### src/rtl/demux_stream_if.sv
// Stream demultiplexer bus: one producer-side handshake and N_OUT consumer-side handshakes.
// Port in_bcast exists only when DEMUX_BROADCAST_EN is defined.
interface demux_stream_if #(
   parameter int BUS_WIDTH = 8,
   parameter int SEL_WIDTH = 2
);
   localparam int N_OUT = 1 << SEL_WIDTH;

   logic [BUS_WIDTH-1:0]       in_data;
   logic [SEL_WIDTH-1:0]       in_sel;
   logic                       in_valid;
   logic                       in_ready;
   logic [N_OUT*BUS_WIDTH-1:0] out_data;
   logic [N_OUT-1:0]           out_valid;
   logic [N_OUT-1:0]           out_ready;
`ifdef DEMUX_BROADCAST_EN
   logic                       in_bcast;
`endif

   modport master (
      output in_data, in_sel, in_valid, out_ready,
`ifdef DEMUX_BROADCAST_EN
      output in_bcast,
`endif
      input  in_ready, out_data, out_valid
   );

   modport slave (
      input  in_data, in_sel, in_valid, out_ready,
`ifdef DEMUX_BROADCAST_EN
      input  in_bcast,
`endif
      output in_ready, out_data, out_valid
   );
endinterface

### src/rtl/demux_stream.sv
// Registered 1-to-N stream demultiplexer with a one-word slot per output channel.
// Optional broadcast to all channels is enabled with the DEMUX_BROADCAST_EN macro.
module demux_stream #(
   parameter int BUS_WIDTH = 8,
   parameter int SEL_WIDTH = 2,
   parameter int N_OUT     = 1 << SEL_WIDTH
) (
   input  logic             clk,
   input  logic             rst_n,
   demux_stream_if.slave    bus
);

   logic [N_OUT*BUS_WIDTH-1:0] data_q;
   logic [N_OUT-1:0]           valid_q;
   logic [N_OUT-1:0]           free;
   logic [N_OUT-1:0]           fill;
   logic                       accept_ok;

   // A slot draining on this edge can be refilled on the same edge.
   assign free = ~valid_q | bus.out_ready;

   always_comb begin
      fill      = '0;
      accept_ok = rst_n && free[bus.in_sel];
      fill[bus.in_sel] = bus.in_valid && accept_ok;
`ifdef DEMUX_BROADCAST_EN
      if (bus.in_bcast) begin
         accept_ok = rst_n && (&free);
         fill      = {N_OUT{bus.in_valid && accept_ok}};
      end
`endif
   end

   always_ff @(posedge clk or negedge rst_n) begin
      if (!rst_n) begin
         data_q  <= '0;
         valid_q <= '0;
      end else begin
         for (int k = 0; k < N_OUT; k++) begin
            if (fill[k]) begin
               data_q[k*BUS_WIDTH +: BUS_WIDTH] <= bus.in_data;
               valid_q[k]                       <= 1'b1;
            end else if (valid_q[k] && bus.out_ready[k]) begin
               valid_q[k] <= 1'b0;
            end
         end
      end
   end

   assign bus.in_ready  = accept_ok;
   assign bus.out_data  = data_q;
   assign bus.out_valid = valid_q;

endmodule

### src/flat_wrapper.sv
// flat-port wrapper written by rule: the top's interface ports become plain ports
module demux_stream_flat 
#(
   parameter int BUS_WIDTH = 8,
   parameter int SEL_WIDTH = 2,
   parameter int N_OUT     = 1 << SEL_WIDTH
)
  (clk, rst_n, bus_in_data, bus_in_sel, bus_in_valid, bus_out_ready, bus_in_ready, bus_out_data, bus_out_valid);
  demux_stream_if #(.BUS_WIDTH(BUS_WIDTH), .SEL_WIDTH(SEL_WIDTH)) bus_i ();
  input  logic clk;
  input  logic rst_n;
  input wire logic [$bits(bus_i.in_data)-1:0] bus_in_data;
  input wire logic [$bits(bus_i.in_sel)-1:0] bus_in_sel;
  input wire logic [$bits(bus_i.in_valid)-1:0] bus_in_valid;
  input wire logic [$bits(bus_i.out_ready)-1:0] bus_out_ready;
  output wire logic [$bits(bus_i.in_ready)-1:0] bus_in_ready;
  output wire logic [$bits(bus_i.out_data)-1:0] bus_out_data;
  output wire logic [$bits(bus_i.out_valid)-1:0] bus_out_valid;
  assign bus_i.in_data = bus_in_data;
  assign bus_i.in_sel = bus_in_sel;
  assign bus_i.in_valid = bus_in_valid;
  assign bus_i.out_ready = bus_out_ready;
  assign bus_in_ready = bus_i.in_ready;
  assign bus_out_data = bus_i.out_data;
  assign bus_out_valid = bus_i.out_valid;
  demux_stream #(.BUS_WIDTH(BUS_WIDTH), .SEL_WIDTH(SEL_WIDTH), .N_OUT(N_OUT)) u_core (.clk(clk), .rst_n(rst_n), .bus(bus_i));
endmodule
### config.mk
export PLATFORM = sky130hd
export DESIGN_NAME = demux_stream_flat
export DESIGN_NICKNAME = d
export VERILOG_FILES = /design/src/rtl/demux_stream_if.sv /design/src/rtl/demux_stream.sv /design/src/flat_wrapper.sv
export SDC_FILE = /design/constraint.sdc
export NUM_CORES = 1
export LEC_CHECK = 0
export BUFFER_PORTS_ARGS = -buffer_cell sky130_fd_sc_hd__clkbuf_2
export CORE_ASPECT_RATIO = 1.4
export CORE_MARGIN = 4
export CORE_UTILIZATION = 48
export DETAILED_ROUTE_END_ITERATION = 8
export GPL_TIMING_DRIVEN = 1
export MAX_ROUTING_LAYER = met4
export PLACE_DENSITY_LB_ADDON = 0.05
export SLEW_MARGIN = 0
export SYNTH_ARGS = -nofsm -noshare
export SYNTH_HDL_FRONTEND = slang
export SYNTH_SLANG_ARGS = --single-unit
export TNS_END_PERCENT = 5
### constraint.sdc
create_clock -name clk -period 1.5 [get_ports clk]
set_input_delay 0.15 -clock clk [delete_from_list [all_inputs] [get_ports clk]]
set_output_delay 0.15 -clock clk [all_outputs]
set_load 0.05 [all_outputs]
# Word-level counts from Yosys, hierarchy flattened

Index checks and enable logic that the tools add are counted.

Bits of input ports: 17
Logic and storage cells: 36
Bits in registers: 36
Output and inout port bits: 37

Bitwise logic cells: 3
Magnitude comparators: 2
Muxes and demuxes: 12
Reductions and logical operators: 11

Operators by type and width:

| kind                                                              | number |
|---|---|
| 2-to-1 mux 1 bit                                                  | 10 |
| nonzero test 2 bit                                                | 4 |
| logical AND 1 bit                                                 | 7 |
| bitwise AND 4 bit                                                 | 1 |
| NOT 4 bit                                                         | 1 |
| OR 4 bit                                                          | 1 |
| < comparator 2 x 3 -> 1 bit, second input constant                | 1 |
| binary-select mux 1 bit (select 2 bit)                            | 1 |
| demux 1 bit (select 2 bit)                                        | 1 |
| greater-or-equal comparator 2 x 1 -> 1 bit, second input constant | 1 |

# Logic depth before layout (Yosys ltp)

Depth in word-level cells: 8
Gate-level depth with buffers: 4
Gate-level depth less buffers: 3

# Worst setup path before layout

OpenSTA, ideal clock, no wires.

Path kind: register -> output
Start: register u_core.valid_q[0], in the netlist u_core.bus.out_valid[0]
End: output port bus_in_ready
Arrival time: 1641 ps
Required time: 1350 ps
Path buffers: 0
Setup slack: -291 ps
Stages on the path, launching flop included: 4
Path through: dfrtp_1 > nand2b_1 > o311ai_0 > a21oi_1

Word-level cells in the longest chain between the ends: 5

Ends and longest elaborated chain:

| element                                | RTL line           | text |
|---|---|---|
| from (decl)                            | demux_stream.sv:14 | `logic [N_OUT-1:0] valid_q;` |
| from (signal assigned)                 | demux_stream.sv:37 | `valid_q <= '0;` |
| from (signal, indexed assignment)      | demux_stream.sv:42 | `valid_q[k] <= 1'b1;` |
| from (signal, indexed assignment)      | demux_stream.sv:44 | `valid_q[k] <= 1'b0;` |
| NOT 4 bit                              | demux_stream.sv:20 | `assign free = ~valid_q \| bus.out_ready;` |
| OR 4 bit                               | demux_stream.sv:20 |  |
| binary-select mux 1 bit (select 2 bit) | demux_stream.sv:24 | `accept_ok = rst_n && free[bus.in_sel];` |
| 2-to-1 mux 1 bit (implied by the code) | demux_stream.sv:24 |  |
| logical AND 1 bit                      | demux_stream.sv:24 |  |
| to (decl)                              | flat_wrapper.sv:16 | `output wire logic [$bits(bus_i.in_ready)-1:0] bus_in_ready;` |

Every way passes these cells. The select of a mux whose other input is x is not followed.

# Worst setup path in the final report

Start: register u_core.valid_q[3], in the netlist u_core.bus.out_valid[3]
End: output port bus_in_ready

Same word-level chain as after synthesis.

==> impl_metrics.ini <==
[global_route]
grt_antenna_before_repair = 0
overflow = 0
track_usage = 0.182
grt_pass1_vias = 1009
grt_max_degree = 17
grt_pass1_wl_mm = 4.97

[hold_path]
min_to = u_core.bus.out_data[22]
hold_class = in -> reg
hp-start = bus_in_data[6]
min_path_cells = 2

[clock_tree]
clock_latency_ps = 280
numCtsBuffers = 5
post_cts_buffers = 0
cts_tree = built
clk_pin_slew_worst_paths_ps = 70
cts_root_buffer = clkbuf_8
h-tree-depth = 2
clock_sinks = 36
cts_buffer_depth = 2

[timing]
setup_viol = 0
rsz0062_at_grt = yes
setup_tns_ps = 0
fin_skew_ps = 4.45
hold_violations = 0
period_share = 0.950
worst_pin_slew_ps = 459
relSlewSlack = 0.693
maxSlewViolCount = 0
timing.fmax_mhz = 702
min_period_ps = 1420
whs_ps = 145

[finish]
regArea_um2 = 903
area_delta_synth_final_pct = 33.4
fillCellCount = 238
drive_gt1_frac = 0.684
antenna_cells = 0
final_core_util = 0.666
multiInputGateArea_um2 = 536
final_nets = 174
stdcell_count = 195
final_cell_mix = clkbuf_2, dfrtp_1, mux2_2, clkbuf_8, buf_4
final_cell_area_mm2 = 0.00192
final_common_cell = clkbuf_2

[logic_synthesis]
ys_seq_elements = 36
synth_area_per_cell_um2 = 16.0
synth_fp_nets = 107
synth_warnings = 0
yosysSeqAreaShare = 0.627
syn_area_mm2 = 0.00144
syn_inst = 90
synth_cell_types = 20

[placement]
dpl_cell_area_mm2 = 0.00178
port_buffers = 53
place_hpwl_mm = 2.33
gp_congestion = 0.751
placed_cells = 184

[setup_path]
end_kind = output port
critPathArrivalTime_ps = 1270
cp_max_fo = 4
crit_type = reg -> out
cp-start-kind = flop
ff2ff_setup_slack_ps = 90
required_ps = 1350
ff2ff_path_depth = 3
regToRegStartpoint = u_core.bus.out_valid[0]
rr_endpoint = u_core.bus.out_data[2]

[route]
antenna_left = 0
drt-initial-drc-count = 15
drc = 0
wl_per_cell_um = 15.5
routed_wl_mm = 3.03
via_per_inst = 4.94
via_count = 964
dr.pass1.iters = 4

[floorplan]
die-area_mm2 = 0.00394
start_util = 0.499
row_count = 23
coreArea_mm2 = 0.00288
pin_count = 54
dieWidth_um = 54.2
die_h_um = 72.7

[power_and_ir_drop]
p_leak_nw = 0.946
ir_drop_v = 0.00120
powerDensity_mw_per_mm2 = 1680

[outcome]
outcome = complete, no violations

[run]
maxCapViolCount = 0
routing by layer:
| layer | track usage | wire [um] | up-vias |
|---|---|---|---|
| li1 | - | - | 460 |
| met5 | - | 0 | - |
| met2 | 0.298 | 1580 | 34 |
| met4 | 0.0582 | 23 | 0 |
| met1 | 0.217 | 1220 | 465 |
| met3 | 0.0429 | 202 | 5 |
synth_stat cells, drive strengths merged:
cell | instances | area share
mux2 | 32 | 0.25
nand2 | 2 | 0.0052
nand4bb | 1 | 0.0078
buf | 1 | 0.0052
nand2b | 2 | 0.0087
nor2 | 1 | 0.0026
o311ai | 1 | 0.0061
nand4 | 2 | 0.017
nor3 | 1 | 0.011
nand3b | 1 | 0.0052
nor2b | 2 | 0.0087
nand4b | 1 | 0.0061
o21ai | 1 | 0.0035
or2 | 1 | 0.0044
inv | 1 | 0.0026
a21oi | 2 | 0.015
a21o | 1 | 0.0052
nand3 | 1 | 0.0070
dfrtp | 36 | 0.63
worst max-delay path by stage:
stage               cells past startpoint  slack (ps)                       to                     from
floorplan                               3          -9  u_core.bus.out_data[16]  u_core.bus.out_valid[2]
global placement                        3          90  u_core.bus.out_data[18]  u_core.bus.out_valid[2]
detailed placement                      3          20  u_core.bus.out_data[18]  u_core.bus.out_valid[2]
CTS                                     4           8             bus_in_ready  u_core.bus.out_valid[3]
global route                            3         -20   u_core.bus.out_data[0]  u_core.bus.out_valid[0]
finish                                  4          80             bus_in_ready  u_core.bus.out_valid[3]
logic make-up (layout without fill, tap and decap cells):
| family | count (synthesis) | in the layout | share of synthesized area |
|---|---|---|---|
| DFF | 36 | 36 | 0.627 |
| AOI/OAI and AO/OA | 5 | 5 | 0.0296 |
| and+or+nand+nor | 15 | 15 | 0.0845 |
| muxes | 32 | 32 | 0.251 |
| buffers and inverters | 2 | 70 | 0.00784 |
report_power, final:
group	internal (W)	switching, W
clock	0.000366	0.000318
combinational	0.000318	0.000937
sequential	0.00117	0.000106
critical path, stage by stage (launching register included):
cell and delay [ps]:
dfrtp_1 430, nand3b_1 100, o21ai_0 100, a21oi_2 140
clkbuf_4 230
metrics by stage:
stage	power, W	setup WS [ps]
6_report	0.00322	75.2
5_1_grt	0.00337	-16.7
4_1_cts	0.00326	8.12
3_5_place_dp	0.00256	19.7
3_3_place_gp	0.00254	90.9
2_1_floorplan	0.00222	-8.60
registers in the layout, summed over array words and instances, names as in the netlist:
signal,count
u_core.bus.out_data,32
u_core.bus.out_valid,4
what timing repair did:
| item | 4_1_cts | 5_1_grt |
|---|---|---|
| setup endpoints to repair | 1 | 9 |
| resized for setup | 1 | 3 |
| hold buffers | 3 | 0 |
| hold endpoints to repair | 36 | 0 |
| pin swaps | 0 | 1 |
layout make-up:
| cell class | instances | area share |
|---|---|---|
| Clock buffer | 6 | 0.0431 |
| Tap cell | 37 | 0.0242 |
| Multi-Input combinational cell | 52 | 0.279 |
| Clock inverter | 2 | 0.00522 |
| Sequential cell | 36 | 0.471 |
| Timing Repair Buffer | 61 | 0.175 |
| Inverter | 1 | 0.00196 |
Note: power is estimated with default switching activity, not from simulation.
